## src/rtl/ps2_host_tx.sv

```systemverilog
// rtl/ps2_host_tx.sv - PS/2 host-to-device command transmitter
// Drives the open-drain request-to-send sequence, shifts one byte out on device clocks, checks ACK.
module ps2_host_tx #(
  parameter int INHIBIT_CYCLES = 6000,
  parameter int RTS_CYCLES     = 1000,
  parameter int TIMEOUT_CYCLES = 1000000
) (
  input  logic       clk,
  input  logic       rst,
  input  logic [7:0] tx_data,
  input  logic       tx_valid,
  output logic       tx_ready,
  input  logic       ps2_clk_in,
  input  logic       ps2_data_in,
  output logic       ps2_clk_oe,
  output logic       ps2_data_oe,
  output logic       busy,
  output logic       done,
  output logic       error
);

  localparam int MAX_A = (INHIBIT_CYCLES > RTS_CYCLES) ? INHIBIT_CYCLES : RTS_CYCLES;
  localparam int MAX_B = (MAX_A > TIMEOUT_CYCLES) ? MAX_A : TIMEOUT_CYCLES;
  localparam int CW    = $clog2(MAX_B + 1);

  typedef enum logic [2:0] {
    S_IDLE,
    S_INHIBIT,
    S_RTS,
    S_SEND,
    S_ACK,
    S_WAIT_IDLE
  } state_t;

  state_t          state_q, state_d;
  logic [CW-1:0]   cnt_q, cnt_d, cnt_inc;
  logic [3:0]      n_q, n_d;
  logic [8:0]      frame_q, frame_d;
  logic            data_oe_q, data_oe_d;
  logic            done_q, done_d;
  logic            error_q, error_d;
  logic [1:0]      clk_sync, data_sync;
  logic            clk_prev;
  logic            fe, data_s, timeout;

  // Idle bus is high, so synchronisers reset to 1 to avoid a false edge.
  always_ff @(posedge clk or negedge rst) begin
    if (!rst) begin
      clk_sync  <= 2'b11;
      data_sync <= 2'b11;
      clk_prev  <= 1'b1;
    end else begin
      clk_sync  <= {clk_sync[0], ps2_clk_in};
      data_sync <= {data_sync[0], ps2_data_in};
      clk_prev  <= clk_sync[1];
    end
  end

  assign fe      = clk_prev & ~clk_sync[1];
  assign data_s  = data_sync[1];
  assign cnt_inc = cnt_q + 1'b1;
  assign timeout = (cnt_q == CW'(TIMEOUT_CYCLES - 1));

  always_ff @(posedge clk or negedge rst) begin
    if (!rst) begin
      state_q   <= S_IDLE;
      cnt_q     <= '0;
      n_q       <= '0;
      frame_q   <= '0;
      data_oe_q <= 1'b0;
      done_q    <= 1'b0;
      error_q   <= 1'b0;
    end else begin
      state_q   <= state_d;
      cnt_q     <= cnt_d;
      n_q       <= n_d;
      frame_q   <= frame_d;
      data_oe_q <= data_oe_d;
      done_q    <= done_d;
      error_q   <= error_d;
    end
  end

  always_comb begin
    state_d   = state_q;
    cnt_d     = cnt_q;
    n_d       = n_q;
    frame_d   = frame_q;
    data_oe_d = data_oe_q;
    done_d    = 1'b0;
    error_d   = 1'b0;
    case (state_q)
      S_IDLE: begin
        data_oe_d = 1'b0;
        if (tx_valid) begin
          frame_d = {~^tx_data, tx_data};
          cnt_d   = '0;
          state_d = S_INHIBIT;
        end
      end
      S_INHIBIT: begin
        if (cnt_q == CW'(INHIBIT_CYCLES - 1)) begin
          cnt_d   = '0;
          state_d = S_RTS;
        end else begin
          cnt_d = cnt_inc;
        end
      end
      S_RTS: begin
        if (cnt_q == CW'(RTS_CYCLES - 1)) begin
          cnt_d     = '0;
          n_d       = '0;
          data_oe_d = 1'b1;
          state_d   = S_SEND;
        end else begin
          cnt_d = cnt_inc;
        end
      end
      S_SEND: begin
        // Frame bits 0..8 go out after edges 1..9; edge 10 releases the line for the stop bit.
        if (fe) begin
          cnt_d = '0;
          n_d   = n_q + 4'd1;
          if (n_q == 4'd9) begin
            data_oe_d = 1'b0;
            state_d   = S_ACK;
          end else begin
            data_oe_d = ~frame_q[n_q];
          end
        end else if (timeout) begin
          data_oe_d = 1'b0;
          error_d   = 1'b1;
          state_d   = S_IDLE;
        end else begin
          cnt_d = cnt_inc;
        end
      end
      S_ACK: begin
        if (fe) begin
          cnt_d = '0;
          if (data_s) begin
            error_d = 1'b1;
            state_d = S_IDLE;
          end else begin
            state_d = S_WAIT_IDLE;
          end
        end else if (timeout) begin
          error_d = 1'b1;
          state_d = S_IDLE;
        end else begin
          cnt_d = cnt_inc;
        end
      end
      S_WAIT_IDLE: begin
        if (clk_sync[1] && data_s) begin
          done_d  = 1'b1;
          state_d = S_IDLE;
        end else if (fe) begin
          cnt_d = '0;
        end else if (timeout) begin
          error_d = 1'b1;
          state_d = S_IDLE;
        end else begin
          cnt_d = cnt_inc;
        end
      end
      default: begin
        data_oe_d = 1'b0;
        state_d   = S_IDLE;
      end
    endcase
  end

  assign tx_ready    = (state_q == S_IDLE);
  assign busy        = (state_q != S_IDLE);
  assign ps2_clk_oe  = (state_q == S_INHIBIT) || (state_q == S_RTS);
  assign ps2_data_oe = (state_q == S_RTS) || ((state_q == S_SEND) && data_oe_q);
  assign done        = done_q;
  assign error       = error_q;

endmodule
```

## config.mk

```make
export PLATFORM = sky130hd
export DESIGN_NAME = ps2_host_tx
export DESIGN_NICKNAME = d
export VERILOG_FILES = /design/src/rtl/ps2_host_tx.sv
export SDC_FILE = /design/constraint.sdc
export NUM_CORES = 1
export LEC_CHECK = 0
export ABC_AREA = 0
export CAP_MARGIN = 20
export CORE_MARGIN = 3
export CORE_UTILIZATION = 40
export CTS_CLUSTER_SIZE = 16
export DETAILED_ROUTE_END_ITERATION = 8
export GPL_TIMING_DRIVEN = 0
export PLACE_DENSITY = 0.59
export SETUP_SLACK_MARGIN = 0.02
export SKIP_CTS_REPAIR_TIMING = 1
export SLEW_MARGIN = 20
export SYNTH_ARGS = -nofsm -noshare
export SYNTH_HDL_FRONTEND = slang
export SYNTH_SLANG_ARGS = --single-unit
```

## constraint.sdc

```tcl
create_clock -name clk -period 2.95 [get_ports clk]
set_input_delay 0.7375 -clock clk [delete_from_list [all_inputs] [get_ports clk]]
set_output_delay 0.7375 -clock clk [all_outputs]
set_load 0.03 [all_outputs]
```

==> run summary <==
Post-synth EDFFs: 0
initial core utilization: 43.0%
DR DRC count: 0
RePlAce Congestion: 0.923
vias in the first global route: 1806
Die Y: 84.6 microns
most common cell in the netlist: dfrtp_1
pwr dens: 803 mW/mm^2
wire per inst: 14.5 microns
CP Launch Type: register
initial antenna violation count: 0
Non-Filler Instances: 355
worst skew pair latency: 0.30 ns
synthesized instance count: 257
Area Growth Syn to Fin: 16.5%
Slew Limit Fails: 0
register area share after synthesis: 44.9%
LEAKAGE: 1.13 nW
top cells by area, synth: dfrtp_1 40%, xnor2_1 9.6%, nor2_1 5.6%, dfstp_2 5.3%, mux2_2 4.6%
fin crit share: 93.0%
CTS tree: yes
top cell type's share of synthesized area: 39.5%
Core Area: 0.00574 sq mm
DP Worst Slack: 0.248 ns
Hold Path Class: input port to async pin
Synthesis Warnings: 0
first-pass GRT wire length: 9050 microns
Seq cells post-synth: 44
Post-Route Skew: 0.00821 ns
DR vias: 1964
mapped cell area: 0.00247 sq mm
Vias/cell: 5.53
Slew HR: 57.7%
final hold vios: 0
ANT cells: 0
fmax: 0.364 GHz
Synth cell types: 46
Post-Route Utilization: 50.1%
maximum vdd drop: 0.532 mV
top cell types by occurrence after synthesis: 39 x dfrtp_1, 37 x nor2_1, 27 x xnor2_1, 17 x nand2_1
clk slew on worst S/H paths: 0.09 ns
Least-Margin Pin Slew: 0.630 ns
H-tree depth: 2
Final min period: 2.74 ns
largest net degree at the start of global routing: 30
I/O pin count: 19
final setup fails: 0
dpl cells: 348
Max-cap violations: 0
antenna-violating nets left: 0
cell taking the most area after synthesis: dfrtp_1
post-synthesis net count: 273
layout cell share with drive strength beyond 1: 12.4%
Crit Path Max Fanout: 10
dpl hpwl: 3740 microns
die footprint: 0.00715 sq mm
clock tree root buffer cell: clkbuf_8
Worst Path Class, Setup: register to primary output
GRT Util Overall: 15.5%
drt initial violations: 109
Top FF cell, synth: dfrtp_1
outcome: finished, final reports clean
Die X: 84.6 microns
Post-Route WL: 5140 microns
CTS Buf Count: 5
RSZ-0062 raised after global routing: no
data required time at the worst endpoint: 2.21 ns
grt ovf: 0
Setup crit end kind: primary output
# rows: 27
syn avg cell area: 9.61 sq um
number of port buffers: 18
final worst-path setup slack: 0.206 ns
clk sinks: 44
Worst EP arrival: 2.01 ns
async set-or-reset flop fraction in the synthesized netlist: 100%
total power: 2.31 mW
Pre-antenna DRT Iters: 4
Nets: 298
CTS Buffer Depth: 2
[cells in the final DEF, fill, tap and decap left out, drive strengths merged, types with 6 or more instances in the layout]
cell type	count
clkdlybuf4s50	16
xnor2	27
mux2	10
a21oi	9
o21ai	9
nor3	9
dfrtp	39
nor4	10
clkbuf	13
nand3	9
inv	10
nand2	17
nand4	6
nor2	37
[state kept, by name, indices dropped and copies added (netlist names), 2 cells and up]
name / flops
cnt_q: 20
frame_q: 9
state_q: 3
n_q: 4
clk_sync: 2
data_sync: 2
[worst max-delay path, cell delays in order, from the launching register on]
cell and delay [ns]:
dfrtp_1 0.55, clkbuf_2 0.31, xnor2_1 0.09, nor2_1 0.09
clkdlybuf4s50_1 0.67
[layer usage]
layer,global-route usage (%),part of all wire [%]
met1,23.6,51
met2,22.1,44
met3,3.53,4.0
met4,4.03,0.78
met5,0,0
[worst paths after layout]
kind,startpoint,endpoint,slack [ns],cells past startpoint
setup / recovery,state_q[0]$_DFFE_PN0P_,ps2_clk_oe,0.21,4
hold / removal,rst,done$_DFF_PN0_,0.36,1
setup reg to reg,cnt_q[4]$_DFFE_PN0P_,cnt_q[17]$_DFFE_PN0P_,0.40,7
hold reg to reg,data_sync[0]$_DFF_PN1_,data_sync[1]$_DFF_PN1_,0.36,0
max in group asynchronous,rst,data_sync[0]$_DFF_PN1_,2.02,2
min in group clk,data_sync[0]$_DFF_PN1_,data_sync[1]$_DFF_PN1_,0.36,0
[cell type report]
| class | instances | area [sq um] |
|---|---|---|
| inverter | 10 | 37.5 |
| clock buffer | 6 | 82.6 |
| clock inverter | 2 | 38.8 |
| multi-input combinational | 193 | 1280 |
| tap | 72 | 90.1 |
| sequential | 44 | 1110 |
| buffer | 9 | 43.8 |
| fill | 558 | 2870 |
| timing repair buffer | 19 | 198 |
[where the power goes]
group / internal (mW) / switching (mW)
clock: 0.277 / 0.208
sequential: 0.738 / 0.118
combinational: 0.426 / 0.543
total: 1.44 / 0.869
[logic make-up (layout without fill, tap and decap cells)]
group                    after synthesis  in the layout  share of synthesized area, %
AO/OA/AOI/OAI                         39             39                          10.9
XOR/XNOR                              28             28                          9.93
adder cells (fa/ha/maj)                3              3                          1.52
buffers and inverters                 20             46                          3.40
flip-flops                            44             44                          44.9
multiplexers                          11             11                          5.47
AND/OR/NAND/NOR                      112            112                          23.9
[per-stage QoR]
| stage | setup TNS, ns | instance area, sq um | hold slack (ns) |
|---|---|---|---|
| 2_1_floorplan | 0 | 2470 | 0.345 |
| 6_report | 0 | 2880 | 0.359 |
| 3_5_place_dp | 0 | 2750 | 0.348 |
| 3_3_place_gp | -3.22 | 2740 | 0.346 |
| 4_1_cts | -0.0920 | 2880 | 0.361 |
| 5_1_grt | 0 | 2880 | 0.364 |
(Power assumes the default switching activity.)
